**src/rtl/alu_wb_pkg.sv**
```systemverilog
// Shared constants for the ALU writeback stage: condition codes, flag bit
// positions and the writeback state encoding.
package alu_wb_pkg;

  localparam logic [3:0] COND_EQ = 4'b0000;
  localparam logic [3:0] COND_NE = 4'b0001;
  localparam logic [3:0] COND_CS = 4'b0010;
  localparam logic [3:0] COND_CC = 4'b0011;
  localparam logic [3:0] COND_MI = 4'b0100;
  localparam logic [3:0] COND_PL = 4'b0101;
  localparam logic [3:0] COND_VS = 4'b0110;
  localparam logic [3:0] COND_VC = 4'b0111;
  localparam logic [3:0] COND_HI = 4'b1000;
  localparam logic [3:0] COND_LS = 4'b1001;
  localparam logic [3:0] COND_GE = 4'b1010;
  localparam logic [3:0] COND_LT = 4'b1011;
  localparam logic [3:0] COND_GT = 4'b1100;
  localparam logic [3:0] COND_LE = 4'b1101;
  localparam logic [3:0] COND_AL = 4'b1110;
  localparam logic [3:0] COND_NV = 4'b1111;

  localparam int FLAG_N = 3;
  localparam int FLAG_Z = 2;
  localparam int FLAG_C = 1;
  localparam int FLAG_V = 0;
  localparam int SAT    = 4;

  typedef enum logic {
    ST_IDLE = 1'b0,
    ST_HI   = 1'b1
  } wb_state_t;

endpackage

```
**src/rtl/alu_writeback_cond_check.sv**
```systemverilog
// ARM condition-field evaluator against the architectural NZCV flags.
// Purely combinational; NV (4'b1111) never passes.
module cond_check
  import alu_wb_pkg::*;
(
  input  logic [3:0] i_cond,
  input  logic [3:0] i_flags,
  output logic       o_cond_ex
);

  logic w_n, w_z, w_c, w_v;

  assign w_n = i_flags[FLAG_N];
  assign w_z = i_flags[FLAG_Z];
  assign w_c = i_flags[FLAG_C];
  assign w_v = i_flags[FLAG_V];

  always_comb begin
    o_cond_ex = 1'b0;
    case (i_cond)
      COND_EQ: o_cond_ex = w_z;
      COND_NE: o_cond_ex = ~w_z;
      COND_CS: o_cond_ex = w_c;
      COND_CC: o_cond_ex = ~w_c;
      COND_MI: o_cond_ex = w_n;
      COND_PL: o_cond_ex = ~w_n;
      COND_VS: o_cond_ex = w_v;
      COND_VC: o_cond_ex = ~w_v;
      COND_HI: o_cond_ex = w_c & ~w_z;
      COND_LS: o_cond_ex = ~w_c | w_z;
      COND_GE: o_cond_ex = (w_n == w_v);
      COND_LT: o_cond_ex = (w_n != w_v);
      COND_GT: o_cond_ex = ~w_z & (w_n == w_v);
      COND_LE: o_cond_ex = w_z | (w_n != w_v);
      COND_AL: o_cond_ex = 1'b1;
      default: o_cond_ex = 1'b0;
    endcase
  end

endmodule

```
**src/rtl/alu_writeback.sv**
```systemverilog
// ALU writeback: NZCV/Q flag state, condition evaluation and register-file write port.
// Long ops (two results, serialised over two cycles) only when ALU_WB_LONG_EN is defined.
module alu_writeback
  import alu_wb_pkg::*;
#(
  parameter int DATA_W = 32,
  parameter int ADDR_W = 4
)(
  input  logic              clk,
  input  logic              reset,
  input  logic              InValid,
  output logic              InReady,
  input  logic [DATA_W-1:0] Result,
  input  logic [DATA_W-1:0] Result2,
  input  logic [4:0]        ALUFlags,
  input  logic [3:0]        Cond,
  input  logic [1:0]        FlagW,
  input  logic              RegW,
  input  logic              Long,
  input  logic [ADDR_W-1:0] RdLo,
  input  logic [ADDR_W-1:0] RdHi,
  input  logic              QClr,
  output logic              RegWrite,
  output logic [ADDR_W-1:0] WA3,
  output logic [DATA_W-1:0] WD3,
  output logic [3:0]        Flags,
  output logic              QFlag,
  output logic              CondEx
);

  wb_state_t         r_state;
  wb_state_t         w_state_nxt;
  logic [3:0]        r_flags;
  logic              r_q;
  logic              r_reg_write;
  logic [ADDR_W-1:0] r_wa;
  logic [DATA_W-1:0] r_wd;
  logic [ADDR_W-1:0] r_hi_addr;
  logic [DATA_W-1:0] r_hi_dat;

  logic              w_cond_ex;
  logic              w_accept;
  logic              w_exec;
  logic              w_long;
  logic              w_wr_en;
  logic [ADDR_W-1:0] w_wr_addr;
  logic [DATA_W-1:0] w_wr_dat;
  logic              w_hi_load;

`ifdef ALU_WB_LONG_EN
  assign w_long  = Long;
  assign InReady = (r_state == ST_IDLE);
`else
  // Without long-op support the HI state is unreachable and Long is a don't-care.
  logic w_unused;
  assign w_unused = Long;
  assign w_long   = 1'b0;
  assign InReady  = 1'b1;
`endif

  cond_check u_cond_check (
    .i_cond    (Cond),
    .i_flags   (r_flags),
    .o_cond_ex (w_cond_ex)
  );

  assign w_accept = InValid & InReady;
  assign w_exec   = w_accept & w_cond_ex;

  always_comb begin
    w_state_nxt = r_state;
    w_wr_en     = 1'b0;
    w_wr_addr   = RdLo;
    w_wr_dat    = Result;
    w_hi_load   = 1'b0;
    case (r_state)
      ST_IDLE: begin
        if (w_exec && RegW) begin
          w_wr_en = 1'b1;
          if (w_long) begin
            w_hi_load   = 1'b1;
            w_state_nxt = ST_HI;
          end
        end
      end
      ST_HI: begin
        w_wr_en     = 1'b1;
        w_wr_addr   = r_hi_addr;
        w_wr_dat    = r_hi_dat;
        w_state_nxt = ST_IDLE;
      end
      default: w_state_nxt = ST_IDLE;
    endcase
  end

  always_ff @(posedge clk) begin
    if (!reset) begin
      r_state     <= ST_IDLE;
      r_reg_write <= 1'b0;
      r_wa        <= '0;
      r_wd        <= '0;
      r_hi_addr   <= '0;
      r_hi_dat    <= '0;
    end else begin
      r_state     <= w_state_nxt;
      r_reg_write <= w_wr_en;
      if (w_wr_en) begin
        r_wa <= w_wr_addr;
        r_wd <= w_wr_dat;
      end
      if (w_hi_load) begin
        r_hi_addr <= RdHi;
        r_hi_dat  <= Result2;
      end
    end
  end

  // Set beats clear when a saturating op also carries QClr.
  always_ff @(posedge clk) begin
    if (!reset) begin
      r_flags <= 4'b0000;
      r_q     <= 1'b0;
    end else if (w_exec) begin
      if (FlagW[1]) begin
        r_flags[FLAG_N] <= ALUFlags[FLAG_N];
        r_flags[FLAG_Z] <= ALUFlags[FLAG_Z];
      end
      if (FlagW[0]) begin
        r_flags[FLAG_C] <= ALUFlags[FLAG_C];
        r_flags[FLAG_V] <= ALUFlags[FLAG_V];
      end
      r_q <= ALUFlags[SAT] | (r_q & ~QClr);
    end
  end

  assign RegWrite = r_reg_write;
  assign WA3      = r_wa;
  assign WD3      = r_wd;
  assign Flags    = r_flags;
  assign QFlag    = r_q;
  assign CondEx   = w_cond_ex;

endmodule

```
**config.mk**
```make
export PLATFORM = sky130hd
export DESIGN_NAME = alu_writeback
export DESIGN_NICKNAME = d
export VERILOG_FILES = /design/src/rtl/alu_wb_pkg.sv /design/src/rtl/alu_writeback_cond_check.sv /design/src/rtl/alu_writeback.sv
export SDC_FILE = /design/constraint.sdc
export NUM_CORES = 1
export LEC_CHECK = 0
export ABC_AREA = 1
export BUFFER_PORTS_ARGS = -buffer_cell sky130_fd_sc_hd__buf_4
export CAP_MARGIN = 5
export CORE_MARGIN = 4
export CORE_UTILIZATION = 43
export CTS_BUF_LIST = sky130_fd_sc_hd__clkbuf_4 sky130_fd_sc_hd__clkbuf_8
export DETAILED_ROUTE_END_ITERATION = 7
export PLACE_DENSITY = 0.78
export SYNTH_ARGS = -nofsm -noshare
export SYNTH_HDL_FRONTEND = slang
export SYNTH_HIERARCHICAL = 1
export SYNTH_SLANG_ARGS = --single-unit
```
**constraint.sdc**
```tcl
create_clock -name clk -period 2 [get_ports clk]
set_clock_uncertainty 0.15 [all_clocks]
set_input_delay 0.4 -clock clk [delete_from_list [all_inputs] [get_ports clk]]
set_output_delay 0.4 -clock clk [all_outputs]
set_load 0.05 [all_outputs]
```
==> flow_summary.yaml <==
global_routing:
  grt_overflow: 0
  grt_usage_pct: 18.07
  grt_max_degree: 42
  grt_pass1_wl_um: 7948
  grt_pass1_vias: 1899
  antenna_found_initial: 0
setup_path:
  critical_path.max_fanout: 6
  critPathRequiredTime_ns: 1.45
  worstSetupStartpoint: "Flags[0]"
  r2r_start: "Flags[0]"
  ff2ff_path_depth: 14
  cp-end-kind: "output pin"
  arrival_ns: 1.37
  start_kind: "flop"
  rr_endpoint: "WD3[29]"
  crit_type: "reg2out"
  critical_path.endpoint: "CondEx"
  r2r_setup_slack_ns: 0.17
power_and_ir_drop:
  clkPwrFrac_pct: 24.6
  comb_power_share_pct: 30.9
  p_int_mw: 1.360
  total_leakage_power_nw: 1.641
  switchingPower_mw: 0.7302
  switching_share_pct: 34.93
  power_frac_seq_pct: 44.5
  powerDensity_nw_per_um2: 735.4
  peakVddDrop_v: 0.0004492
detailed_routing:
  wire_per_inst_um: 10.58
  wirelength_um: 4920
  drt_first_iter_violations: 150
  vias: 2044
  antenna_left: 0
  drc: 0
  viasPerCell: 4.396
  drt_first_pass_iters: 4
cts:
  cts_root_buf: "clkbuf_8"
  cts_buffers: 5
  htreeDepth: 2
  clk_latency_ns: 0.29
  cts_tree: "done"
  cts_sinks: 42
  clkTransAtPathRegs_ns: 0.08
  clockBufferDepth: 2
sta:
  setup_viol: 0
  whs_ns: 0.1774
  worst_slack_ns: 0.07584
  fmax_mhz: 519.7
  slew_violations: 0
  final-hold-violation-count: 0
  fin_crit_sh_pct: 96.21
  min_period_ns: 1.924
min_path:
  hold_class: "in2reg"
logic_synthesis:
  ys_ff_latch: 42
  syn_nets: 409
  syn_inst: 320
  postSynthAreaPerCell_um2: 6.147
  ys_seq_area_share_pct: 42.75
  syn-cell-area_um2: 1967
  synth_warnings: 6
  synthDistinctLibCells: 16
run:
  maxCapViolCount: 0
floorplanning:
  fp-row-count: 24
  core_region_area_um2: 4384
  die-area_um2: 5720
  pin_count: 133
  die_w_um: 75.63
  fp.dieH_um: 75.63
  initial_core_util_pct: 44.86
placed_design:
  portBuffers: 94
  post-place-ws_ns: -0.004787
  gp_congestion: 0.7656
  hpwl_um: 3579
layout:
  synthToLayoutAreaGrowth_pct: 44.53
  n_fill_cell: 437
  drive_gt1_share_pct: 29.54
  antenna_cells: 0
  layout.nets: 502
run_status:
  outcome: "finished, final reports clean"
[placed cells by master, fill, tap and decap left out]
master	netlist	layout
dfxtp_1	42	38
nand2_1	103	100
nand3_1	14	11
clkinv_2	0	2
a21oi_1	3	3
buf_4	1	97
buf_12	0	1
clkbuf_8	0	5
nor3_1	1	1
inv_2	0	1
nor2_4	0	2
nand3b_1	1	1
inv_1	48	46
conb_1	1	1
buf_8	0	1
nand3_2	0	3
clkinv_1	2	2
nand3_4	1	1
dfxtp_2	0	1
nor2_1	90	88
inv_4	0	1
nand2_4	0	1
dfxtp_4	0	3
nand2_2	1	3
[worst min path at each step]
stage                      startpoint  endpoint  slack, ns  cells past startpoint
after floorplan           ALUFlags[0]  Flags[0]       0.38                      2
after global placement          QFlag     QFlag       0.30                      2
after detailed placement        QFlag     QFlag       0.31                      2
after CTS                  Result[18]   WD3[18]       0.17                      3
after global routing        Result[6]    WD3[6]       0.18                      3
final                     ALUFlags[1]  Flags[1]       0.18                      3
[critical path, stage by stage (launching register included)]
cell	delay (ns)
dfxtp_4	0.38
inv_4	0.06
nand2_1	0.06
nand3_1	0.08
nand2_1	0.05
nand2_1	0.08
nand2_2	0.08
nor2_4	0.09
nand2_4	0.06
buf_8	0.15
[flip-flops by register name, indices dropped and copies added, names as in the netlist]
name / count
WA3: 4
QFlag: 1
Flags: 4
RegWrite: 1
WD3: 32
[logic make-up after synthesis]
family / synth area share, %
simple gates: 42.24
buf+inv: 14.06
compound gates: 0.7631
other cells: 0.1907
flops: 42.75
[area by class of cell]
type                            instances  area, um^2  area share (%)
Multi-Input combinational cell        215       892.1           31.38
Clock buffer                            5       68.82           2.421
Sequential cell                        42       853.3           30.02
Clock inverter                          2       10.01          0.3521
Tap cell                               52       65.06           2.289
Timing Repair Buffer                   99       763.2           26.85
Inverter                               50       190.2           6.690
[routing by layer]
layer	vias to the layer above	share of wire [%]	global-route usage, %
met5	-	0	0
met4	0	1.0	5.243
met3	4	12	7.916
met2	71	47	30.20
met1	865	40	20.97
li1	1104	-	-
[through the flow]
step	TNS (ns)	total power, mW	cells	instance area [um^2]	utilization, %
floorplan	0	1.363	320	1979	-
global placement	0	1.567	457	2704	61.67
detailed placement	-0.004787	1.577	457	2704	61.67
CTS	0	2.110	465	2805	63.98
global route	-0.005456	2.210	465	2843	64.84
finish	0	2.091	465	2843	64.84
[synthesized netlist by cell type (all sizes together)]
master	instances	area, um^2
a21oi	3	15.01
nand3	15	87.59
dfxtp	42	840.8
nor2	90	337.8
inv	48	180.2
nand2	104	392.9
clkinv	2	7.510
buf	10	77.57
clkbuf	3	11.26
conb	1	3.750
nor3	1	5.000
nand3b	1	7.510
[power by group through the flow]
stage / Sequential, mW / Combinational [mW] / Clock, mW
finish: 0.930 / 0.647 / 0.513
global route: 0.939 / 0.708 / 0.563
CTS: 0.931 / 0.642 / 0.537
detailed placement: 0.951 / 0.626 / 0
global placement: 0.948 / 0.619 / 0
floorplan: 1.15 / 0.211 / 0
[repair_timing]
item | in CTS | in global routing
pin swaps | 1 | 4
setup endpoints to repair | 1 | 32
endpoints found under the hold margin | 0 | 0
hold buffers | 0 | 0
setup buffers | 1 | 0
gates resized for setup | 5 | 12
(Power assumes the default switching activity.)
